## src/rtl/fpu_add_subt_issuer.sv

```systemverilog
// fpu_add_subt_issuer: initiator side of the FPU add/subtract controller
// handshake (beg_FSM / ready / rst_FSM). Takes one operation at a time from a
// host valid/ready port, starts the controller, waits for ready, captures the
// result, releases the controller back to its start state and hands the result
// back to the host. A watchdog aborts hung operations and pulses fpu_rst_o.
// Optional build macro FPU_ISSUER_STATS_EN adds saturating completion and
// timeout counters (stat_done_o / stat_timeout_o).
module fpu_add_subt_issuer #(
  parameter int W              = 32,
  parameter int TIMEOUT_CYCLES = 64,
  parameter int CNT_W          = 7,
  parameter int RST_PULSE      = 2
) (
  input  logic         clk,
  input  logic         rst,
  input  logic         op_valid_i,
  output logic         op_ready_o,
  input  logic [W-1:0] op_a_i,
  input  logic [W-1:0] op_b_i,
  input  logic         op_sub_i,
  output logic [W-1:0] data_x_o,
  output logic [W-1:0] data_y_o,
  output logic         add_subt_o,
  output logic         beg_FSM_o,
  output logic         rst_FSM_o,
  output logic         fpu_rst_o,
  input  logic         ready_i,
  input  logic [W-1:0] fpu_result_i,
  output logic         res_valid_o,
  input  logic         res_ready_i,
  output logic [W-1:0] res_data_o,
  output logic         res_timeout_o
`ifdef FPU_ISSUER_STATS_EN
  ,
  output logic [15:0]  stat_done_o,
  output logic [15:0]  stat_timeout_o
`endif
);

  typedef enum logic [2:0] {
    S_IDLE,
    S_ISSUE,
    S_WAIT,
    S_RELEASE,
    S_ABORT,
    S_RESP
  } state_t;

  localparam logic [CNT_W-1:0] WD_LAST    = CNT_W'(TIMEOUT_CYCLES - 1);
  localparam logic [CNT_W-1:0] PULSE_LAST = CNT_W'(RST_PULSE - 1);
  localparam logic [CNT_W-1:0] WD_MAX     = '1;

  state_t           state, state_nxt;
  logic [CNT_W-1:0] wdog;
  logic             timeout_hit;
  logic             pulse_done;

  assign timeout_hit = (wdog == WD_LAST);
  assign pulse_done  = (wdog == PULSE_LAST);

  // State register.
  always_ff @(posedge clk) begin
    // NOTE: sequential state is updated with non-blocking assignments so every
    // register samples the values from before this edge.
    if (rst) state <= S_IDLE;
    else     state <= state_nxt;
  end

  // Next-state logic and the state-decoded handshake outputs.
  always_comb begin
    // NOTE: every signal gets a default first so no path leaves it unassigned
    // and no latch is inferred.
    state_nxt   = state;
    op_ready_o  = 1'b0;
    beg_FSM_o   = 1'b0;
    rst_FSM_o   = 1'b0;
    fpu_rst_o   = 1'b0;
    res_valid_o = 1'b0;
    case (state)
      S_IDLE: begin
        // Held low during rst so every output reads 0 while in reset.
        op_ready_o = !rst;
        if (op_valid_i) state_nxt = S_ISSUE;
      end
      S_ISSUE: begin
        beg_FSM_o = 1'b1;
        state_nxt = S_WAIT;
      end
      S_WAIT: begin
        // A ready arriving on the final watchdog cycle still counts as done.
        if (ready_i)          state_nxt = S_RELEASE;
        else if (timeout_hit) state_nxt = S_ABORT;
      end
      S_RELEASE: begin
        // Keep pushing the controller back to start until it drops ready.
        rst_FSM_o = ready_i;
        if (!ready_i) state_nxt = S_RESP;
      end
      S_ABORT: begin
        fpu_rst_o = 1'b1;
        if (pulse_done) state_nxt = S_RESP;
      end
      S_RESP: begin
        res_valid_o = 1'b1;
        if (res_ready_i) state_nxt = S_IDLE;
      end
      default: state_nxt = S_IDLE;
    endcase
  end

  // Watchdog: counts WAIT cycles, then reused to time the abort reset pulse.
  always_ff @(posedge clk) begin
    if (rst) begin
      wdog <= '0;
    end else begin
      case (state)
        S_ISSUE: wdog <= '0;
        S_WAIT: begin
          if (!ready_i && timeout_hit) wdog <= '0;
          else if (wdog != WD_MAX)     wdog <= wdog + 1'b1;
        end
        S_ABORT: if (wdog != WD_MAX) wdog <= wdog + 1'b1;
        default: wdog <= wdog;
      endcase
    end
  end

  // Operand latch on accept and result capture on completion or abort.
  always_ff @(posedge clk) begin
    if (rst) begin
      data_x_o      <= '0;
      data_y_o      <= '0;
      add_subt_o    <= 1'b0;
      res_data_o    <= '0;
      res_timeout_o <= 1'b0;
    end else begin
      if (state == S_IDLE && op_valid_i) begin
        data_x_o   <= op_a_i;
        data_y_o   <= op_b_i;
        add_subt_o <= op_sub_i;
      end
      if (state == S_WAIT) begin
        if (ready_i) begin
          res_data_o    <= fpu_result_i;
          res_timeout_o <= 1'b0;
        end else if (timeout_hit) begin
          res_data_o    <= '0;
          res_timeout_o <= 1'b1;
        end
      end
    end
  end

`ifdef FPU_ISSUER_STATS_EN
  // Saturating counters of results handed to the host, split by outcome.
  always_ff @(posedge clk) begin
    if (rst) begin
      stat_done_o    <= '0;
      stat_timeout_o <= '0;
    end else if (state == S_RESP && res_ready_i) begin
      if (res_timeout_o) begin
        if (stat_timeout_o != 16'hFFFF) stat_timeout_o <= stat_timeout_o + 16'd1;
      end else begin
        if (stat_done_o != 16'hFFFF) stat_done_o <= stat_done_o + 16'd1;
      end
    end
  end
`else
  // Statistics counters are not built in this configuration.
`endif

endmodule
```

## config.mk

```make
export PLATFORM = sky130hd
export DESIGN_NAME = fpu_add_subt_issuer
export DESIGN_NICKNAME = d
export VERILOG_FILES = /design/src/rtl/fpu_add_subt_issuer.sv
export SDC_FILE = /design/constraint.sdc
export NUM_CORES = 1
export LEC_CHECK = 0
export ABC_AREA = 1
export BUFFER_PORTS_ARGS = -buffer_cell sky130_fd_sc_hd__buf_2
export CAP_MARGIN = 5
export CORE_MARGIN = 3
export CORE_UTILIZATION = 41
export CTS_CLUSTER_DIAMETER = 200
export DETAILED_ROUTE_END_ITERATION = 8
export HOLD_SLACK_MARGIN = 0.06
export PLACE_DENSITY = 0.75
export SYNTH_ARGS = -nofsm -noshare
export SYNTH_HDL_FRONTEND = slang
export SYNTH_SLANG_ARGS = --single-unit
```

## constraint.sdc

```tcl
create_clock -name clk -period 1.35 [get_ports clk]
set_input_delay 0.0675 -clock clk [delete_from_list [all_inputs] [get_ports clk]]
set_output_delay 0.0675 -clock clk [all_outputs]
set_load 0.01 [all_outputs]
```

==> results_dict.tcl, run 1 <==
set metrics [dict create \
    grt_max_degree 57 \
    fin_skew_ns 0.0111 \
    clock_power_share 0.162 \
    p_leak_nw 3.24 \
    slew_headroom 0.721 \
    crit_fanout 8 \
    synth_edf_count 0 \
    multi_input_area_sq_mm 0.00185 \
    p_total_mw 10.6 \
    overflow 0 \
    seq_area_sq_mm 0.00218 \
    htree_levels 3 \
    holdCritStartpoint "res_ready_i" \
    synth_seq_cells 108 \
    insertedDiodeCount 0 \
    syn_area_sq_mm 0.00419 \
    drtAntennaViolNets 0 \
    period_needed_ns 1.40 \
    intPower_mw 6.53 \
    maxCapViolCount 0 \
    crit_required_ns 1.59 \
    yosysTopAreaCellShare 0.516 \
    p_per_area_mw_per_mm2 1520 \
    ios 205 \
    die_h_um 107 \
    start_util 0.425 \
    worstMarginPinSlew_ns 0.419 \
    synth_top_cell_by_area "dfxtp_1" \
    switching_share 0.387 \
    rows 36 \
    synth-seq-area-share 0.516 \
    combPwrFrac 0.411 \
    drive_above_1_share 0.377 \
    drc 0 \
    endpoint_kind "flop" \
    wl_per_cell_um 15.0 \
    vias 4827 \
    grt_pass1_wl_mm 21.6 \
    fp.dieW_um 107 \
    fin_area_sq_mm 0.00699 \
    synth_cells 546 \
    clk_latency_ns 0.36 \
    worstSetupPathType "flop to flop" \
    syn_avg_cell_area_sq_um 7.67 \
    rsz0062_at_grt "true" \
    violations "setup timing" \
    p_seq_frac 0.427 \
    setup_viol 21 \
    port_buffers 204 \
    nets 953 \
    cts_made_buffers 9 \
    firstDrtPassIters 5 \
    final.period_utilization 1.04 \
    grt_use_total 0.233 \
    cts.clk_slew.worst_paths_ns 0.10 \
    placed_cell_area_sq_mm 0.00537 \
    ys_types 27 \
    syn-num-nets 650 \
    power.switching_mw 4.11 \
    yosysWarnings 0 \
    first_global_vias 4661 \
    antenna_found_initial 0 \
    hpwl_mm 8.12 \
    r2r-start "wdog[5]" \
    arrival_ns 1.64 \
    cts_tree "yes" \
    vdd_drop_max_v 0.000868 \
    finalMaxSlewViolations 0 \
    crit_start "wdog[5]" \
    fillers 690 \
    fmax_mhz 713 \
    synthFlopType "dfxtp_1" \
    via_per_inst 4.90 \
    initialDrtViolationCount 333 \
    status "finished, violations left" \
    cts-root-buf "clkbuf_8" \
    hold_viol 0 \
    cts_buffer_depth 2 \
    core_area_sq_mm 0.00986 \
    hold_class "primary input to flop" \
    worst_slack_ns -0.0526 \
    cts_sinks 108 \
    synth_area_leaders "dfxtp_1, a21oi_1, nand2_1" \
    startpoint_type "flop" \
    synthToLayoutAreaGrowth_pct 66.8 \
    dieArea_sq_mm 0.0115 \
    async_flop_share 0 \
    gp_congestion 0.854 \
    drt_wl_total_mm 14.8 \
]
[synth_stat cells (2+ instances only)]
cell,number
dfxtp_1,108
a21oi_1,101
nand2_1,93
inv_1,85
o21ai_0,67
nor2_1,21
clkbuf_1,15
buf_2,11
nand3_1,10
buf_6,4
nand4_1,4
nand2_2,3
nand3_2,3
xor2_1,3
buf_4,2
ha_1,2
inv_2,2
inv_4,2
nor3_1,2
[cell usage in the layout, fill, tap and decap left out, types with 3 or more instances in the layout]
cell type	count
nand3_4	3
inv_4	3
buf_2	203
nor2_2	3
dlygate4sd3_1	98
dfxtp_1	102
o21ai_0	57
nand2_1	60
nor2_4	3
nand3_2	4
dfxtp_4	4
clkbuf_8	10
inv_2	3
nand3_1	6
nand4_1	4
a21oi_1	86
buf_4	14
a21oi_2	15
buf_12	3
xor2_1	3
inv_1	80
nor2_1	17
nand2_4	15
o21ai_1	10
nand2_2	20
[what timing repair did]
item / in CTS / in global routing
endpoints found under the hold margin: 100 / 0
setup buffers: 1 / 2
cloned: 1 / 3
hold buffers: 98 / 0
gates resized for setup: 29 / 91
setup endpoints to repair: 42 / 51
pin swaps: 4 / 13
[through the flow]
step	setup WS (ns)	std cells	TNS (ns)	hold slack, ns	util
2_1_floorplan	0.0416	546	0	0.215	-
3_3_place_gp	0.0328	866	0	0.323	0.544
3_5_place_dp	-0.0861	866	-1.86	0.328	0.544
4_1_cts	0.000380	980	0	0.158	0.672
5_1_grt	-0.0957	985	-2.10	0.211	0.709
6_report	-0.0526	985	-0.426	0.216	0.709
[power groups by stage]
| stage | Clock [mW] | Sequential, mW | Combinational (mW) |
|---|---|---|---|
| after global routing | 1.89 | 4.64 | 4.78 |
| after detailed placement | 0 | 4.47 | 3.59 |
| after global placement | 0 | 4.43 | 3.47 |
| after CTS | 1.79 | 4.46 | 3.94 |
| final | 1.72 | 4.54 | 4.38 |
| after floorplan | 0 | 4.78 | 1.85 |
[state kept, by name, summed over array words and instances, names as in the netlist]
signal	flops
wdog	7
state	3
data_y_o	32
res_timeout_o	1
res_data_o	32
data_x_o	32
add_subt_o	1
[critical path, cell delays in order, from the launching register on]
cell	delay [ns]
dfxtp_1	0.42
nand2_1	0.10
nor2_2	0.17
nand2_4	0.09
nand2_4	0.09
nand2_8	0.08
clkbuf_16	0.19
nand2_1	0.07
a21oi_1	0.06
[final cells by class]
class | instances | area share
timing repair buffer | 323 | 0.324
multi-input combinational | 317 | 0.265
tap | 133 | 0.0238
inverter | 89 | 0.0521
timing repair inverter | 1 | 0.00161
clock inverter | 2 | 0.00179
sequential | 108 | 0.312
clock buffer | 12 | 0.0208
[worst paths after layout]
| check | end | slack [ns] | depth (start not counted) |
|---|---|---|---|
| worst min register to register | data_x_o[10] | 0.44 | 2 |
| worst min-delay path | state[2] | 0.22 | 7 |
| worst max register to register | res_data_o[17] | -0.05 | 8 |
| worst max-delay path | res_data_o[17] | -0.05 | 8 |
[per-layer routing]
layer  track usage  vias up  routed length [um]
li1              -     2337                   -
met1         0.274     2209                5840
met2         0.391      249                7170
met3        0.0692       32                1390
met4         0.107        0                 392
met5             0        -                   0
[kinds of logic (layout without fill, tap and decap cells)]
logic type,Yosys count,after routing,synth area share
flops,108,108,0.516
fa+ha+maj,2,2,0.00597
buf+inv,121,427,0.122
simple gates,141,141,0.144
xor+xnor,3,3,0.00627
compound gates,171,171,0.206
Note: power is estimated with default switching activity, not from simulation.
==> run 2, diff against run 1 <==
- RECOVER_POWER: default -> 50
==> run 2 against run 1 <==
Against the previous run:
- the flow still finishes with violations (setup timing)
- largest power group unchanged
- non-clock buffer count unchanged
- cell area is 1.5% lower
- largest cell class is now flip-flops and latches
- hold slack got worse by 0.0025 ns
- power shrank 1.5%
==> results_dict.tcl, run 2 (same netlist as run 1, synthesis figures left out) <==
set metrics [dict create \
    final.period_utilization 1.03 \
    finalMaxSlewViolations 0 \
    drc 0 \
    globalRouteMet1Util 0.274 \
    status "finished, violations left" \
    start_util 0.425 \
    grt_use_total 0.233 \
    reg_top3 "data_x_o x32, data_y_o x32, res_data_o x32" \
    worst_slack_ns -0.0453 \
    place.detailed.instances 866 \
    htree_levels 3 \
    drive_above_1_share 0.281 \
    cp_cell_sequence "nand2_1, nor2_2, nand2_4, nand2_4, nand2_8, clkbuf_16, nand2_1, a21oi_1" \
    die_h_um 107 \
    antenna_found_initial 0 \
    setup_viol 23 \
    layout.cells.non_filler 985 \
    vias 4856 \
    hpwl_mm 8.12 \
    rows 36 \
    startpoint_type "flop" \
    hold_class "primary input to flop" \
    initialDrtViolationCount 306 \
    grtUsageMet3 0.0692 \
    violations "setup timing" \
    worstSetupPathType "flop to flop" \
    cts.clk_slew.worst_paths_ns 0.10 \
    via_per_inst 4.93 \
    clk_latency_ns 0.37 \
    cts_made_buffers 9 \
    first_global_vias 4661 \
    critPathTopFamily "simple AND/OR/NAND/NOR gates" \
    crit_fanout 8 \
    cts-root-buf "clkbuf_8" \
    cts_buffer_depth 2 \
    fmax_mhz 717 \
    overflow 0 \
    p_per_area_mw_per_mm2 1520 \
    crit_slowest_cell "dfxtp_1" \
    use_met2 0.391 \
    insertedDiodeCount 0 \
    wl_per_cell_um 15.0 \
    vdd_drop_max_v 0.000836 \
    maxCapViolCount 0 \
    grt_pass1_wl_mm 21.6 \
    max_stage_delay_ns 0.42 \
    whs_ns 0.213 \
    nets 953 \
    p_leak_nw 2.91 \
    ios 205 \
    period_needed_ns 1.40 \
    port_buffers 204 \
    drtAntennaViolNets 0 \
    arrival_ns 1.63 \
    grt_max_degree 57 \
    core_area_sq_mm 0.00986 \
    critPathBufInv 1 \
    cts_sinks 108 \
    slew_headroom 0.724 \
    worstMarginPinSlew_ns 0.413 \
    endpoint_kind "flop" \
    rsz0062_at_grt "true" \
    firstDrtPassIters 5 \
    fin_skew_ns 0.0111 \
    drt_wl_total_mm 14.8 \
    dieArea_sq_mm 0.0115 \
    finalSetupTns_ns -0.489 \
    final_common_cell "buf_2" \
    gp_congestion 0.854 \
    most-common-layout-cells "buf_2, dfxtp_1, dlygate4sd3_1" \
    synthToLayoutAreaGrowth_pct 64.4 \
    fp.dieW_um 107 \
    cts_tree "yes" \
    crit_required_ns 1.59 \
    hold_viol 0 \
    top_usage_layer "met2" \
    post-route-util 0.698 \
]
==> run 2: cell types whose count changed in the layout (fill, tap and decap cells not counted), sizes merged <==
| cell | delta |
|---|---|
| clkbuf | +82 |
| buf | -82 |
==> run 2: per-layer routing <==
layer  share of wire  wire, um
met1            0.39      5820
met2            0.48      7160
met3           0.095      1400
met4           0.027       394
met5               0         0
==> run 2: final timing paths <==
| path | end | cells past startpoint | slack, ns | from |
|---|---|---|---|---|
| min | state[2] | 7 | 0.21 | res_ready_i |
| max | res_data_o[17] | 8 | -0.05 | wdog[5] |
| max reg2reg | res_data_o[17] | 8 | -0.05 | wdog[5] |
| min reg2reg | data_x_o[10] | 2 | 0.45 | data_x_o[10] |
==> run 2: through the flow <==
stage | power, mW | setup WS, ns | instance area, sq um
CTS | 10.2 | 0.000380 | 6630
finish | 10.5 | -0.0453 | 6890
detailed placement | 8.06 | -0.0861 | 5370
global placement | 7.91 | 0.0328 | 5370
floorplan | 6.63 | 0.0416 | 4190
global route | 11.1 | -0.0957 | 6890
==> run 2: what timing repair did <==
action                                  4_1_cts  5_1_grt
pin swaps                                     4       13
endpoints found under the setup margin       42       51
buffers inserted                              1        2
endpoints found under the hold margin       100        0
gates cloned                                  1        3
gates resized for setup                      29       91
hold buffers                                 98        0
==> run 2: layout make-up <==
| class | instances | area (sq um) |
|---|---|---|
| Inverter | 89 | 364 |
| Multi-Input combinational cell | 317 | 1850 |
| Fill cell | 746 | 2980 |
| Timing Repair inverter | 1 | 11.3 |
| Sequential cell | 108 | 2180 |
| Clock buffer | 12 | 145 |
| Clock inverter | 2 | 12.5 |
| Tap cell | 133 | 166 |
| Timing Repair Buffer | 323 | 2160 |
==> run 2: report_power, final <==
| part | internal, mW | switching, mW | total [mW] | leakage [nW] |
|---|---|---|---|---|
| Sequential | 4.00 | 0.566 | 4.56 | 0.888 |
| Clock | 0.702 | 1.02 | 1.72 | 0.0783 |
| Combinational | 1.65 | 2.54 | 4.20 | 1.94 |
==> run 2: worst register-to-register path: cells and delay by family (launching register included) <==
kind | cells | cell delay (ns)
buffers and inverters | 1 | 0.19
AND/OR/NAND/NOR | 6 | 0.61
flip-flops | 1 | 0.42
AO/OA/AOI/OAI | 1 | 0.06
